[config.mk]
export PLATFORM = sky130hd
export DESIGN_NAME = drm_8x64_fifo_ctrl
export DESIGN_NICKNAME = d
export VERILOG_FILES = /design/src/rtl/drm_8x64_fifo_ctrl.sv
export SDC_FILE = /design/constraint.sdc
export NUM_CORES = 1
export LEC_CHECK = 0
export BUFFER_PORTS_ARGS = -buffer_cell sky130_fd_sc_hd__buf_2
export CAP_MARGIN = 40
export CORE_UTILIZATION = 50
export DETAILED_ROUTE_END_ITERATION = 10
export GPL_TIMING_DRIVEN = 1
export PLACE_DENSITY = 0.81
export SLEW_MARGIN = 20
export SYNTH_ARGS = -nofsm -noshare
export SYNTH_HDL_FRONTEND = slang
export SYNTH_SLANG_ARGS = --single-unit
[constraint.sdc]
create_clock -name clk -period 9.9 [get_ports clk]
set_clock_uncertainty 0.05 [all_clocks]
set_input_delay 0.495 -clock clk [delete_from_list [all_inputs] [get_ports clk]]
set_output_delay 0.495 -clock clk [all_outputs]
set_load 0.02 [all_outputs]
[src/rtl/drm_8x64_fifo_ctrl.sv]
// drm_8x64_fifo_ctrl: FIFO controller over a 1-cycle-latency RAM with a 2-entry registered output queue
module drm_8x64_fifo_ctrl #(
  parameter int ADDR_WIDTH = 6,
  parameter int DATA_WIDTH = 8
) (
  input  logic                  clk,
  input  logic                  rst,
  input  logic                  flush,
  input  logic [DATA_WIDTH-1:0] s_data,
  input  logic                  s_valid,
  output logic                  s_ready,
  output logic [DATA_WIDTH-1:0] m_data,
  output logic                  m_valid,
  input  logic                  m_ready,
  output logic [ADDR_WIDTH:0]   count,
  output logic [DATA_WIDTH-1:0] ram_wr_data,
  output logic [ADDR_WIDTH-1:0] ram_wr_addr,
  output logic                  ram_wr_en,
  output logic                  ram_wr_byte_en,
  output logic [ADDR_WIDTH-1:0] ram_rd_addr,
  input  logic [DATA_WIDTH-1:0] ram_rd_data,
  output logic                  ram_rst
);
  localparam int DEPTH = 2 ** ADDR_WIDTH;
  logic [ADDR_WIDTH-1:0] wptr, rptr;
  logic [ADDR_WIDTH:0]   ram_cnt, ram_nxt;
  logic                  inflight, push, pop, issue;
  logic [1:0]            outq_cnt, keep, outq_nxt;
  logic [DATA_WIDTH-1:0] q0, q1;
  assign s_ready        = ram_cnt != (ADDR_WIDTH+1)'(DEPTH);
  assign m_valid        = outq_cnt != 2'd0;
  assign m_data         = q0;
  assign push           = s_valid && s_ready;
  assign pop            = m_valid && m_ready;
  assign ram_wr_en      = push;
  assign ram_wr_addr    = wptr;
  assign ram_wr_data    = s_data;
  assign ram_wr_byte_en = 1'b1;
  assign ram_rd_addr    = rptr;
  assign ram_rst        = rst;
  // keep: queue entries that survive this cycle's pop; a read may only be issued if it will have a slot
  always_comb begin
    keep     = outq_cnt - {1'b0, pop};
    issue    = (ram_cnt != '0) && (({1'b0, keep} + {2'b0, inflight}) < 3'd2);
    ram_nxt  = ram_cnt + (ADDR_WIDTH+1)'(push) - (ADDR_WIDTH+1)'(issue);
    outq_nxt = keep + {1'b0, inflight};
  end
  always_ff @(posedge clk) begin
    if (rst || flush) begin
      wptr     <= '0;
      rptr     <= '0;
      ram_cnt  <= '0;
      inflight <= 1'b0;
      outq_cnt <= 2'd0;
      count    <= '0;
    end else begin
      if (push) wptr <= wptr + ADDR_WIDTH'(1);
      if (issue) rptr <= rptr + ADDR_WIDTH'(1);
      ram_cnt  <= ram_nxt;
      inflight <= issue;
      outq_cnt <= outq_nxt;
      count    <= ram_nxt + (ADDR_WIDTH+1)'(issue) + (ADDR_WIDTH+1)'(outq_nxt);
    end
  end
  // returning read data lands behind whatever survives the pop
  always_ff @(posedge clk) begin
    if (rst) begin
      q0 <= '0;
      q1 <= '0;
    end else if (!flush) begin
      if (pop) q0 <= q1;
      if (inflight && keep == 2'd0) q0 <= ram_rd_data;
      if (inflight && keep == 2'd1) q1 <= ram_rd_data;
    end
  end
endmodule

==> flow_summary_export.csv, run 1 <==
group,metric,value,unit
outcome,status,"completed",
pwr,power.total,0.787,mW
global_routing,antenna_found_initial,0,
die,die_area,4900,um^2
synthesis,synth_warnings,0,
min_path,min_to,"q1[4]",
finish,area_growth,11.6,%
pwr,clkPwrFrac,14.6,%
pwr,p_int,0.448,mW
detailed_routing,wl_per_cell,12.9,um
global_routing,grt_max_degree,25,
detailed_routing,drc,0,
sta,setup_tns,0,ns
finish,layout_common_cells,"dfxtp_1, buf_2, nor2_1",
worst_setup_path,slowest_delay,0.55,ns
clock_tree,ctsHtreeMaxLevel,2,
synthesis,synth_top_flop_cell,"dfxtp_1",
pwr,switching_share,43.0,%
pwr,p_leak,1.24,nW
pwr,ir_drop,218,uV
clock_tree,root_buffer,"clkbuf_8",
synthesis,netlist_instances,248,
pwr,comb_power_share,56.5,%
detailed_routing,drt_iter0_drc,53,
min_path,holdPathStages,3,
global_routing,grt_pass1_vias,1632,
sta,max_slew_margin,56.2,%
die,fp.dieW,70.0,um
sta,finalCritPeriodShare,42.8,%
worst_setup_path,reg2reg_to,"count[5]",
worst_setup_path,worstPathArrival,4.38,ns
place,portBuffers,43,
finish,drive_gt1_share,21.9,%
global_routing,overflow,0,
synthesis,synth_nets,286,
synthesis,ys_seq_area_share,39.0,%
die,start_util,52.7,%
detailed_routing,via_per_inst,5.15,
place,place_ws,5.70,ns
global_routing,grt_pass1_wl,7290,um
sta,finalSetupViolCount,0,
min_path,hold_class,"in2reg",
detailed_routing,firstDrtPassIters,4,
place,hpwlAfterDp,3210,um
worst_setup_path,r2r_start,"outq_cnt[1]",
sta,max_freq,236,MHz
synthesis,yosysUniqueCellTypes,49,
worst_setup_path,crit_family,"adder cells",
detailed_routing,wl,4320,um
worst_setup_path,r2r_cells,20,
worst_setup_path,startpoint_type,"register",
worst_setup_path,worstSetupPathType,"reg2reg",
sta,period_needed,4.24,ns
global_routing,track_usage,18.7,%
synthesis,syn_area_per_cell,9.32,um^2
clock_tree,clock_sinks,45,
die,design.core.area,4380,um^2
place,gp_congestion,0.877,
finish,diodes,0,
sta,tightest_slew,0.655,ns
pwr,p_seq_share,28.9,%
worst_setup_path,slowest_stage,"fa_1",
clock_tree,cts_resized,0,
pwr,p_sw,0.338,mW
worst_setup_path,worstPathRequired,10.04,ns
worst_setup_path,cp_max_fo,6,
clock_tree,cts_buffer_depth,2,
min_path,hold_path_startpoint,"ram_rd_data[4]",
worst_setup_path,critPathCaptureType,"register",
pwr,power_density,305,nW/um^2
sta,finalHoldViolations,0,
synthesis,ys_async_sr_fraction,0,%
synthesis,synth_area,2310,um^2
worst_setup_path,ff2ff_setup_slack,5.66,ns
detailed_routing,drtAntennaViolNets,0,
sta,worst_slack,5.66,ns
die,num_rows,24,
finish,layout_commonest_cell,"dfxtp_1",
worst_setup_path,critPathBufInv,5,
die,die_h,70.0,um
synthesis,synth-edff-count,0,
sta,rsz0062_at_grt,"false",
clock_tree,numCtsBuffers,5,
die,pin_count,61,
finish,nets,320,
synthesis,ys_seq_elements,45,
clock_tree,clk_latency,0.30,ns
clock_tree,hold_buffers,0,
clock_tree,cts_tree,"yes",
flow_run,maxCapViolCount,0,
detailed_routing,via_count,1725,
clock_tree,clkTransAtPathRegs,0.09,ns
worst_setup_path,path_cells,"or2_2 > nand2_1 > inv_1 > ha_1 > inv_1 > ha_1 > inv_1 > ha_1 > o21a_1 > nand2_1 > o21ai_0 > ha_1 > inv_1 > fa_1 > inv_1 > ha_1 > nand2_1 > o21ai_0 > nand3_1 > mux2_2",
clock_tree,post_cts_buffers,0,
sta,drv_slew,0,
synth_stat cells, types with 2 or more instances:
cell type,n,area (um^2)
dfxtp_1,45,901
nor2_1,39,146
mux2i_1,18,180
inv_1,16,60.1
ha_1,15,188
nand2_1,12,45.0
buf_4,10,75.1
xnor2_1,8,70.1
xor2_1,8,70.1
o21ai_0,7,35.0
a211oi_1,6,45.0
and2_1,5,31.3
nand3_1,5,25.0
clkbuf_1,4,15.0
nand4_1,4,25.0
nor3_1,4,20.0
a21oi_1,3,15.0
a211oi_2,2,25.0
buf_6,2,22.5
fa_1,2,40.0
nand2b_1,2,12.5
nor2b_1,2,12.5
nor4bb_1,2,20.0
or3_1,2,12.5
power groups by stage:
stage | clock network (mW) | registers [mW] | logic, mW
after floorplan | 0 | 0.250 | 0.337
after global placement | 0 | 0.232 | 0.429
after detailed placement | 0 | 0.232 | 0.436
after CTS | 0.118 | 0.228 | 0.443
after global routing | 0.126 | 0.231 | 0.494
final | 0.115 | 0.228 | 0.444
how the worst max path moves through the flow:
stage                           start  slack, ns  endpoint  depth (start not counted)
after global placement    outq_cnt[1]       5.82  count[5]                         20
final                     outq_cnt[1]       5.66  count[5]                         20
after CTS                 outq_cnt[1]       5.67  count[5]                         20
after floorplan           outq_cnt[1]       6.03  count[5]                         20
after global routing      outq_cnt[1]       5.34  count[5]                         20
after detailed placement  outq_cnt[1]       5.70  count[5]                         20
per-stage QoR:
| stage | hold WS (ns) | util, % | instance area, um^2 | std cells |
|---|---|---|---|---|
| floorplan | 0.413 | - | 2310 | 248 |
| global placement | 0.424 | 56.4 | 2470 | 326 |
| detailed placement | 0.438 | 56.4 | 2470 | 326 |
| CTS | 0.385 | 58.5 | 2560 | 334 |
| global route | 0.391 | 58.8 | 2580 | 335 |
| finish | 0.391 | 58.8 | 2580 | 335 |
state kept, by name, indices dropped and copies added (netlist names):
register,flops
ram_wr_addr,6
m_data,8
inflight,1
q1,8
outq_cnt,2
ram_rd_addr,6
ram_cnt,7
count,7
worst min-delay path: cells and delay by family:
| kind | cells | cell delay [ns] |
|---|---|---|
| mux | 1 | 0.06 |
| simple gates | 1 | 0.07 |
| buf+inv | 1 | 0.09 |
logic make-up (layout without fill, tap and decap cells):
family,Yosys count,in the layout,synth area share [%]
AOI/OAI and AO/OA,30,30,10.1
xor gates and xnor gates,17,17,6.77
adders and majority gates,17,17,9.85
buffers and inverters,33,68,7.69
DFF,45,45,39.0
muxes,19,19,8.28
other,1,1,0.162
and+or+nand+nor,86,86,18.1
cell type report:
type | instances | area, um^2
Clock buffer | 5 | 68.8
Timing Repair Buffer | 44 | 230
Clock inverter | 3 | 21.3
Sequential cell | 45 | 901
Inverter | 16 | 60.1
Multi-Input combinational cell | 170 | 1230
Fill cell | 384 | 1810
Tap cell | 52 | 65.1
routing by layer:
| layer | track usage, % | wire length [um] | up-vias |
|---|---|---|---|
| li1 | - | - | 898 |
| met1 | 24.7 | 2080 | 781 |
| met2 | 29.7 | 1950 | 40 |
| met3 | 4.91 | 233 | 6 |
| met4 | 6.22 | 51 | 0 |
| met5 | 0 | 0 | - |
(Power assumes the default switching activity.)
==> inputs of run 2 (changes only) <==
- CORE_UTILIZATION: 50 -> 47
- PLACE_DENSITY: 0.81 -> 0.8
- clock period: 9.9 -> 3.8 ns (I/O delays scaled with it)
==> run 2 against run 1 <==
  * Worst setup slack got worse by 5.5 ns
  * Routed wire length rose by 4.3%
  * Total power rose to 2.9 times the previous value
  * Worst hold slack got worse by 0.31 ns
  * Sequential share of layout area fell by 1.6 points
  * Global-route usage fell by 0.84 points
  * Non-clock buffer count rose by 6
  * Final cell count rose by 6.3%
  * Combinational power rose to 3.1 times the previous value
  * Critical endpoint unchanged
  * Largest cell class unchanged
==> flow_summary_export.csv, run 2 (synthesis results as in run 1) <==
group,metric,value,unit
die,num_rows,25,
finish,drive_gt1_share,28.4,%
detailed_routing,wl_met1,2060,um
global_routing,antenna_found_initial,0,
clock_tree,ctsHtreeMaxLevel,2,
pwr,p_int,1.30,mW
clock_tree,root_buffer,"clkbuf_8",
worst_setup_path,worstPathArrival,3.83,ns
sta,tightest_slew,0.787,ns
detailed_routing,wl,4510,um
pwr,p_leak,1.28,nW
global_routing,grt_max_degree,25,
die,pin_count,61,
pwr,power.total,2.27,mW
detailed_routing,drc,0,
outcome,status,"completed",
place,portBuffers,43,
global_routing,overflow,0,
clock_tree,cts_buffer_depth,2,
die,fp.dieW,72.1,um
clock_tree,clk_latency,0.30,ns
finish,fillers,416,
worst_setup_path,worstSetupPathType,"reg2reg",
global_routing,track_usage,17.9,%
detailed_routing,wl_met2,2230,um
sta,finalSetupViolCount,0,
clock_tree,hold_buffers,0,
detailed_routing,via_count,1782,
clock_tree,clock_sinks,45,
die,design.core.area,4720,um^2
finish,area_growth,17.1,%
detailed_routing,drt_iter0_drc,43,
detailed_routing,via_per_inst,5.01,
place,place_ws,-0.0346,ns
sta,finalCritPeriodShare,96.9,%
pwr,p_sw,0.978,mW
sta,drv_slew,0,
die,die_area,5200,um^2
pwr,clkPwrFrac,13.6,%
clock_tree,clkTransAtPathRegs,0.09,ns
sta,worst_slack,0.116,ns
flow_run,maxCapViolCount,0,
place,gp_congestion,0.872,
global_routing,grt_pass1_vias,1602,
die,start_util,48.9,%
finish,nets,326,
detailed_routing,wl_per_cell,12.7,um
pwr,power_density,840,nW/um^2
worst_setup_path,startpoint_type,"register",
die,die_h,72.1,um
worst_setup_path,worstPathRequired,3.94,ns
place,hpwlAfterDp,3230,um
min_path,hold_class,"in2reg",
finish,diodes,0,
clock_tree,numCtsBuffers,5,
worst_setup_path,critPathCaptureType,"register",
clock_tree,cts_tree,"yes",
pwr,p_seq_share,26.2,%
sta,max_freq,271,MHz
finish,layout_common_cells,"dfxtp_1, buf_2, nor2_1",
pwr,comb_power_share,60.3,%
pwr,switching_share,43.0,%
global_routing,grt_pass1_wl,7290,um
sta,max_slew_margin,47.6,%
sta,period_needed,3.68,ns
sta,holdWs,0.0830,ns
finish,regArea,903,um^2
detailed_routing,wl_met3,190,um
finish,multiInputGateArea,1300,um^2
worst_setup_path,cp_max_fo,3,
detailed_routing,firstDrtPassIters,4,
pwr,ir_drop,678,uV
sta,finalHoldViolations,0,
detailed_routing,drtAntennaViolNets,0,
finish,utilization,57.3,%
detailed_routing,maxUsedRoutingLayer,"met4",
## run 2: stage by stage
stage	cell area, um^2	std cells	setup TNS [ns]
after floorplan	2310	248	0
after global placement	2510	343	0
after detailed placement	2510	343	-0.0346
after CTS	2610	351	-0.0426
after global routing	2710	356	-0.117
final	2710	356	0
## run 2: path summary, 6_finish.rpt
path	start	endpoint	slack, ns	depth (start not counted)
worst min register to register	m_data[0]	m_data[0]	0.45	2
worst min-delay path	ram_rd_data[6]	q1[6]	0.08	3
worst max-delay path	outq_cnt[0]	count[5]	0.12	20
worst max register to register	outq_cnt[0]	count[5]	0.12	20
## run 2: metal layers
layer | vias up | track usage, %
met4 | 0 | 4.58
met3 | 4 | 4.44
met5 | - | 0
met2 | 42 | 30.2
met1 | 830 | 22.8
li1 | 906 | -
## run 2: layout make-up
| cell class | instances | area share, % |
|---|---|---|
| clock buffer | 5 | 2.54 |
| tap | 67 | 3.10 |
| multi-input combinational | 170 | 47.9 |
| inverter | 16 | 2.22 |
| timing repair buffer | 50 | 9.89 |
| sequential | 45 | 33.4 |
| clock inverter | 3 | 0.925 |
## run 2: worst max-delay path, stage by stage (launching register included)
cell and delay, ns:
dfxtp_2 0.33, or2_4 0.25, nand2_2 0.06, inv_1 0.06
ha_4 0.27, inv_1 0.04, ha_1 0.17, inv_1 0.06
ha_2 0.18, o21a_1 0.17, nand2_2 0.07, o21ai_2 0.06
ha_2 0.21, inv_1 0.06, fa_2 0.56, inv_1 0.05
ha_1 0.27, nand2_1 0.06, o21ai_2 0.18, nand3_2 0.10
mux2_4 0.31
## run 2: power by group through the flow
stage | sequential [mW] | clock, mW | combinational (mW)
5_1_grt | 0.603 | 0.338 | 1.52
4_1_cts | 0.595 | 0.318 | 1.21
6_report | 0.595 | 0.308 | 1.37
3_3_place_gp | 0.604 | 0 | 1.14
2_1_floorplan | 0.650 | 0 | 0.881
3_5_place_dp | 0.605 | 0 | 1.17
## run 2: repair_timing
item / in CTS / in global routing
endpoints found under the hold margin: 0 / 0
endpoints found under the setup margin: 2 / 7
resized for setup: 3 / 15
pin swaps: 1 / 4
gates cloned: 0 / 0
buffers inserted: 0 / 5
